## config.mk

```make
export PLATFORM = sky130hd
export DESIGN_NAME = alu_mul_seq
export DESIGN_NICKNAME = d
export VERILOG_FILES = /design/src/rtl/alu_mul_seq.sv
export SDC_FILE = /design/constraint.sdc
export NUM_CORES = 1
export LEC_CHECK = 0
export ABC_AREA = 1
export CELL_PAD_IN_SITES_DETAIL_PLACEMENT = 0
export CELL_PAD_IN_SITES_GLOBAL_PLACEMENT = 1
export CORE_AREA = 8 8 151 153
export CTS_BUF_LIST = sky130_fd_sc_hd__clkbuf_8 sky130_fd_sc_hd__clkbuf_16
export DETAILED_ROUTE_END_ITERATION = 12
export DIE_AREA = 0 0 159 161
export GPL_TIMING_DRIVEN = 0
export PLACE_DENSITY_LB_ADDON = 0.1
export SLEW_MARGIN = 20
export SYNTH_ARGS = -nofsm -noshare
export SYNTH_HDL_FRONTEND = slang
export SYNTH_SLANG_ARGS = --single-unit
```

## constraint.sdc

```tcl
create_clock -name clk -period 4.8 [get_ports clk]
set_input_delay 0.96 -clock clk [delete_from_list [all_inputs] [get_ports clk]]
set_output_delay 0.96 -clock clk [all_outputs]
set_load 0.01 [all_outputs]
```

## src/rtl/alu_mul_seq.sv

```systemverilog
// Shift-add N x N -> 2N unsigned multiply sequencer that borrows the shared ALU
// for its adds. It does one step per cycle, and the ALU carry-out feeds the top bit of the high half.
module alu_mul_seq #(
    parameter int N = 32
) (
    input  logic           clk,
    input  logic           reset,
    input  logic           start,
    input  logic [N-1:0]   a,
    input  logic [N-1:0]   b,
    output logic [N-1:0]   alu_a,
    output logic [N-1:0]   alu_b,
    output logic [1:0]     alu_ctrl,
    input  logic [N-1:0]   alu_result,
    input  logic [3:0]     alu_flags,
    output logic           busy,
    output logic           done,
    output logic [2*N-1:0] product,
    output logic           prod_zero
);
    localparam int CW = $clog2(N);

    typedef enum logic [1:0] {
        IDLE = 2'd0,
        ITER = 2'd1,
        DONE = 2'd2
    } state_t;

    state_t            state;
    logic [N-1:0]      m;
    logic [N-1:0]      p_hi;
    logic [N-1:0]      p_lo;
    logic [CW-1:0]     count;
    logic [2*N-1:0]    next_p;
    logic              unused_flags;

    // {carry, sum, p_lo} shifted right by one, keeping the low 2N bits.
    assign next_p       = {alu_flags[1], alu_result, p_lo[N-1:1]};
    assign unused_flags = ^{alu_flags[3:2], alu_flags[0]};

    assign alu_ctrl = 2'b00;
    assign busy     = (state != IDLE);

    always_comb begin
        alu_a = '0;
        alu_b = '0;
        if (state == ITER) begin
            alu_a = p_hi;
            alu_b = p_lo[0] ? m : '0;
        end
    end

    always_ff @(posedge clk) begin
        if (reset) begin
            state     <= IDLE;
            done      <= 1'b0;
            product   <= '0;
            prod_zero <= 1'b1;
            count     <= '0;
            m         <= '0;
            p_hi      <= '0;
            p_lo      <= '0;
        end else begin
            case (state)
                IDLE: begin
                    done <= 1'b0;
                    if (start) begin
                        m     <= a;
                        p_hi  <= '0;
                        p_lo  <= b;
                        count <= '0;
                        state <= ITER;
                    end
                end
                ITER: begin
                    {p_hi, p_lo} <= next_p;
                    count        <= count + 1'b1;
                    // The product is captured on the last step, so it is valid alongside done.
                    if (count == CW'(N - 1)) begin
                        state     <= DONE;
                        done      <= 1'b1;
                        product   <= next_p;
                        prod_zero <= ~|next_p;
                    end
                end
                DONE: begin
                    done  <= 1'b0;
                    state <= IDLE;
                end
                default: begin
                    done  <= 1'b0;
                    state <= IDLE;
                end
            endcase
        end
    end
endmodule

```

==> results.toml, run 1 <==
[yosys]
async_reset_ff_share_pct = 0
yosysTopAreaCell = "dfxtp_1"
synth-adder-area-share_pct = 0.368
synth_edf_count = 0
synth_simple_gate_area_share_pct = 29.9
syn-instance-count = 951
yosysTopAreaCellShare_pct = 49.8
yosysWarnings = 0
synth.distinct_cells = 24
yosysSeqAreaShare_pct = 49.8
synth-main-ff-cell = "dfxtp_1"
synthTopCellsByArea = "dfxtp_1, nand2_1, nor2_1"
synth_compound_area_share_pct = 12.1
synth_top_family_by_area = "simple AND/OR/NAND/NOR gates"
synth-xor-area-share_pct = 0
yosysMostFrequentCell = "nand2_1"
muxShareOfSynthArea_pct = 0
postSynthAreaPerCell_um2 = 7.15
synth_seq_cells = 169
netlist_area_um2 = 6800
synthTopCellsByCount = "nand2_1, nor2_1, dfxtp_1"

[power]
combPwrFrac_pct = 11.8
clkPwrFrac_pct = 40.9
p_seq_share_pct = 47.3
p_leak_nw = 3.71
p_total_mw = 3.17
switching_share_pct = 27.7
p_per_area_nw_per_um2 = 317
cell_internal_pwr_mw = 2.29
ir_drop_uv = 253
p_sw_mw = 0.877

[clock_network]
clk_latency_ps = 430
cts_buffers = 17
cts_tree = "done"
cts-htree-levels = 4
path_clk_slew_ps = 70
postCtsSetupBuffers = 0
postCtsHoldBufs = 0
cts.sink_count = 169
cts_root_buf = "clkbuf_16"
ctsResizeCount = 0
clockBufferDepth = 2

[worst_setup_path]
cp.required_ps = 3840
r2r_cells = 9
critPathKind = "flop to output pin"
arrival_ps = 2430
crit_fanout = 10
r2r_setup_slack_ps = 2630
start_kind = "flop"
worstSetupEndpointType = "output pin"
r2r_end = "prod_zero$_SDFFE_PP1P_"
r2r-start = "count[0]$_SDFFE_PP0P_"

[final_layout]
final_nets = 1306
final_area_um2 = 9990
antennaDiodeCount = 0
drive_gt1_share_pct = 6.01
synthToLayoutAreaGrowth_pct = 47.0
layout.cells.non_filler = 1489

[hold_path]
hold_path_class = "flop to flop"
hold_depth = 2
hold_path_end = "product[49]$_SDFFE_PP0P_"
hold_start = "product[49]$_SDFFE_PP0P_"

[placement]
pre_cts_slack_ps = 1820
dp.cells = 1457
place.detailed.hpwl_mm = 18.3
post_dp_cell_area_um2 = 9450
place.gp.congestion = 0.782
port_buffers = 230

[sta]
rsz0062_at_grt = "no"
setup_tns_ps = 0
layout_min_cycle_time_ps = 3390
slew_headroom_pct = 56.1
clock_skew_ps = 10.6
worst_pin_slew_ps = 659
finalHoldViolations = 0
setup-violations-final = 0
period_share_pct = 70.5
slew_violations = 0
clock.fmax_mhz = 295
fin_ws_ps = 1410

[drt]
dr_total_vias = 6904
firstDrtPassIters = 5
drc = 0
ant_nets = 0
via_per_inst = 4.64
wl_per_cell_um = 16.4
routed_wl_mm = 24.4
drtIter0Drc = 403

[flow_run]
maxCapViolCount = 0

[global_route]
grtUsageTotal_pct = 19.0
antenna_found_initial = 2
grt_max_degree = 17
grt_pass1_vias = 6809
grt_overflow_total = 0
grt_pass1_wl_mm = 38.9

[floorplanning]
die_h_um = 161
dieArea_um2 = 25600
initial_core_util_pct = 33.1
io_pins = 236
fp.dieW_um = 159
core_um2 = 20600
std_cell_rows = 53

[run_status]
status = "finished clean"
worst max path at each step:
stage | to | cells after the start | startpoint
2_1_floorplan | alu_a[14] | 5 | state[1]$_SDFFE_PP0P_
3_3_place_gp | alu_a[26] | 6 | state[1]$_SDFFE_PP0P_
3_5_place_dp | alu_a[29] | 6 | state[1]$_SDFFE_PP0P_
4_1_cts | alu_a[29] | 6 | state[1]$_SDFFE_PP0P_
5_1_grt | alu_a[29] | 6 | state[1]$_SDFFE_PP0P_
6_report | alu_a[29] | 6 | state[1]$_SDFFE_PP0P_
power by group through the flow:
stage / logic, mW / clock network [mW] / registers [mW]
floorplan: 0.196 / 0 / 1.52
global placement: 0.379 / 0 / 1.53
detailed placement: 0.379 / 0 / 1.53
CTS: 0.381 / 1.33 / 1.50
global route: 0.419 / 1.40 / 1.51
finish: 0.375 / 1.30 / 1.50
sequential cells by signal (all words and copies together) (netlist names):
register and count:
count 5, state 2, prod_zero 1, product 64, p_lo 32, done 1, m 32, p_hi 32
layout by cell type (no fill, tap or decap):
cell type | Yosys | final
o21ai_1 | 2 | 2
nand2_4 | 1 | 1
nor3_1 | 1 | 1
o221ai_1 | 1 | 1
inv_6 | 0 | 4
clkinv_2 | 0 | 3
ha_1 | 2 | 2
clkinv_4 | 0 | 3
clkinvlp_4 | 0 | 4
a21oi_1 | 34 | 34
inv_2 | 3 | 3
nand2_1 | 231 | 231
buf_2 | 27 | 27
nand3_1 | 78 | 78
nor2_2 | 1 | 1
inv_1 | 52 | 52
buf_4 | 7 | 7
nand2_2 | 2 | 2
conb_1 | 1 | 2
o21a_1 | 1 | 1
nor2_1 | 193 | 193
clkbuf_16 | 0 | 17
buf_1 | 7 | 7
dfxtp_1 | 169 | 169
clkbuf_1 | 29 | 29
a31oi_1 | 31 | 31
a22oi_1 | 23 | 23
clkdlybuf4s50_1 | 0 | 230
inv_8 | 0 | 1
nand4_1 | 3 | 3
o21ai_0 | 52 | 52
layout make-up:
type / count / area (µm²)
Sequential cell: 169 / 3380
Clock buffer: 17 / 425
Tap cell: 275 / 344
Buffer: 70 / 323
Fill cell: 2184 / 10600
Timing Repair Buffer: 230 / 2300
Multi-Input combinational cell: 658 / 2890
Inverter: 55 / 206
Clock inverter: 15 / 118
worst max-delay path, stage by stage, from the launching register on:
cell	delay [ps]
dfxtp_1	340
inv_1	60
nand2_2	140
buf_2	300
buf_1	510
nor2_1	80
clkdlybuf4s50_1	560
kinds of logic after synthesis:
group	Yosys count
AOI/OAI and AO/OA	144
adders and majority gates	2
buffers and inverters	125
DFF	169
other	1
and+or+nand+nor	510
metal layers:
| metal | global-route usage, % | vias up | part of all wire (%) |
|---|---|---|---|
| met5 | 0 | - | 0.11 |
| met4 | 4.55 | 4 | 1.2 |
| met3 | 5.75 | 23 | 6.2 |
| met2 | 31.1 | 186 | 47 |
| met1 | 24.2 | 3144 | 46 |
| li1 | - | 3547 | - |
per-stage QoR:
stage	hold WS (ps)	utilization, %
6_report	465	48.6
5_1_grt	478	48.6
4_1_cts	467	48.6
3_5_place_dp	454	46.0
3_3_place_gp	451	46.0
2_1_floorplan	443	-
Note: power is estimated with default switching activity, not from simulation.
==> inputs of run 2 (changes only) <==
--- a/config.mk
+++ b/config.mk
@@ -8,10 +8,10 @@
 export ABC_AREA = 1
 export CELL_PAD_IN_SITES_DETAIL_PLACEMENT = 0
 export CELL_PAD_IN_SITES_GLOBAL_PLACEMENT = 1
-export CORE_AREA = 8 8 151 153
+export CORE_AREA = 8 8 165 167
 export CTS_BUF_LIST = sky130_fd_sc_hd__clkbuf_8 sky130_fd_sc_hd__clkbuf_16
 export DETAILED_ROUTE_END_ITERATION = 12
-export DIE_AREA = 0 0 159 161
+export DIE_AREA = 0 0 173 175
 export GPL_TIMING_DRIVEN = 0
 export PLACE_DENSITY_LB_ADDON = 0.1
 export SLEW_MARGIN = 20
==> constraint.sdc (replaced) <==
create_clock -name clk -period 2.8 [get_ports clk]
set_input_delay 0.56 -clock clk [delete_from_list [all_inputs] [get_ports clk]]
set_output_delay 0.56 -clock clk [all_outputs]
set_load 0.01 [all_outputs]
==> run 2 against run 1 <==
- critical path type unchanged
- first-iteration DRC count shrank 8.4%
- setup slack lost 1300 ps
- final area grew 1.5%
- wire length grew 6.1%
==> results.toml, run 2 (synthesized netlist as in run 1, its figures left out) <==
[worst_setup_path]
startpoint = "state[0]$_SDFFE_PP0P_"
r2r_setup_slack_ps = 510
worstSetupEndpointType = "output pin"
start_kind = "flop"
r2r-start = "count[0]$_SDFFE_PP0P_"
arrival_ps = 2120
cp.required_ps = 2240
crit_fanout = 10
crit_end = "alu_a[17]"
r2r_cells = 9
critPathKind = "flop to output pin"
r2r_end = "prod_zero$_SDFFE_PP1P_"

[drt]
routed_wl_mm = 25.9
drc = 0
drtIter0Drc = 369
firstDrtPassIters = 4
via_per_inst = 4.47
dr_total_vias = 6896
ant_nets = 0
wl_per_cell_um = 16.8

[floorplanning]
fp.dieW_um = 173
io_pins = 236
core_um2 = 24700
initial_core_util_pct = 27.6
dieArea_um2 = 30300
die_h_um = 175
std_cell_rows = 58

[final_layout]
layout_commonest_cell = "nand2_1"
final_area_um2 = 10100
synthToLayoutAreaGrowth_pct = 49.1
largest_reg_flops = 64
regMostFlops = "product"
final_cell_mix = "nand2_1, clkdlybuf4s50_1, nor2_1"
drive_gt1_share_pct = 6.43
final_nets = 1305

[hold_path]
hold_path_class = "flop to flop"

[sta]
worst_pin_slew_ps = 740
finalHoldViolations = 0
setup_tns_ps = 0
period_share_pct = 95.7
rsz0062_at_grt = "no"
clock.fmax_mhz = 373
slew_headroom_pct = 50.7
setup-violations-final = 0
slew_violations = 0
clock_skew_ps = 14.5
layout_min_cycle_time_ps = 2680

[power]
p_leak_nw = 3.77
ir_drop_uv = 305
p_total_mw = 5.69
p_per_area_nw_per_um2 = 562

[global_route]
grt_max_degree = 17
grt_pass1_vias = 6991
grtUsageTotal_pct = 16.9
antenna_found_initial = 2
grt_overflow_total = 0
grt_pass1_wl_mm = 40.4

[placement]
port_buffers = 230
post_dp_cell_area_um2 = 9520
place.gp.congestion = 0.769
place.detailed.hpwl_mm = 19.6

[clock_network]
postCtsHoldBufs = 0
clockBufferDepth = 2
cts-htree-levels = 4
clk_latency_ps = 430
postCtsSetupBuffers = 0
path_clk_slew_ps = 70
cts.sink_count = 169
cts_buffers = 17
cts_tree = "done"
cts_root_buf = "clkbuf_16"

[run_status]
status = "finished clean"

[flow_run]
maxCapViolCount = 0
run 2: cell count changes in the layout (fill, tap and decap cells not counted), moves of 2 or more:
cell and delta:
clkbuf_2 +3, clkbuf_1 -4, clkinvlp_4 -2, bufinv_16 +3, clkinv_2 -2, buf_1 -4, inv_1 +2, buf_2 +2
run 2: worst max-delay path, cell delays in order (launching register included):
cell	delay (ps)
dfxtp_1	380
nand2_2	150
clkbuf_4	250
buf_2	220
nor2_1	140
clkdlybuf4s50_1	570
run 2: area by class of cell:
class | count | area, µm²
Fill cell | 2668 | 14500
Tap cell | 330 | 413
Multi-Input combinational cell | 658 | 2890
Clock inverter | 14 | 170
Antenna cell | 1 | 2.50
Sequential cell | 169 | 3380
Timing Repair Buffer | 230 | 2300
Inverter | 55 | 206
Clock buffer | 18 | 439
Buffer | 69 | 333
run 2: per-stage QoR:
| stage | instances | utilization, % | hold slack (ps) | setup WS [ps] |
|---|---|---|---|---|
| 2_1_floorplan | 952 | - | 443 | 1150 |
| 3_3_place_gp | 1512 | 38.6 | 452 | 184 |
| 3_5_place_dp | 1512 | 38.6 | 456 | 206 |
| 4_1_cts | 1543 | 41.1 | 466 | 35.1 |
| 5_1_grt | 1543 | 41.1 | 486 | 13.6 |
| 6_report | 1544 | 41.1 | 468 | 119 |
run 2: worst min-delay path by stage:
stage | from | to | slack, ps | depth (start not counted)
after CTS | product[46]$_SDFFE_PP0P_ | product[46]$_SDFFE_PP0P_ | 470 | 2
after detailed placement | product[46]$_SDFFE_PP0P_ | product[46]$_SDFFE_PP0P_ | 460 | 2
after global routing | product[48]$_SDFFE_PP0P_ | product[48]$_SDFFE_PP0P_ | 490 | 2
after global placement | prod_zero$_SDFFE_PP1P_ | prod_zero$_SDFFE_PP1P_ | 450 | 2
final | product[33]$_SDFFE_PP0P_ | product[33]$_SDFFE_PP0P_ | 470 | 2
after floorplan | count[3]$_SDFFE_PP0P_ | count[3]$_SDFFE_PP0P_ | 440 | 2
run 2: metal layers:
| layer | up-vias | share of wire, % | routed length, µm | track usage, % |
|---|---|---|---|---|
| met5 | - | 0.10 | 27 | 0 |
| met4 | 4 | 1.1 | 278 | 4.85 |
| met3 | 16 | 5.2 | 1360 | 4.36 |
| met2 | 159 | 47 | 12300 | 27.9 |
| met1 | 3170 | 46 | 12000 | 21.4 |
| li1 | 3547 | - | - | - |
run 2: where the power goes:
| part | switching [mW] | leakage [nW] | internal (mW) |
|---|---|---|---|
| Clock | 1.04 | 0.300 | 1.44 |
| Sequential | 0.0712 | 1.38 | 2.50 |
| Combinational | 0.365 | 2.10 | 0.284 |
| Total | 1.47 | 3.77 | 4.22 |
run 2: what timing repair did:
| item | in CTS | in global routing |
|---|---|---|
| gates cloned | 0 | 0 |
| resized for setup | 7 | 3 |
| pin swaps | 0 | 0 |
| endpoints found under the setup margin | 47 | 30 |
| hold endpoints to repair | 0 | 0 |
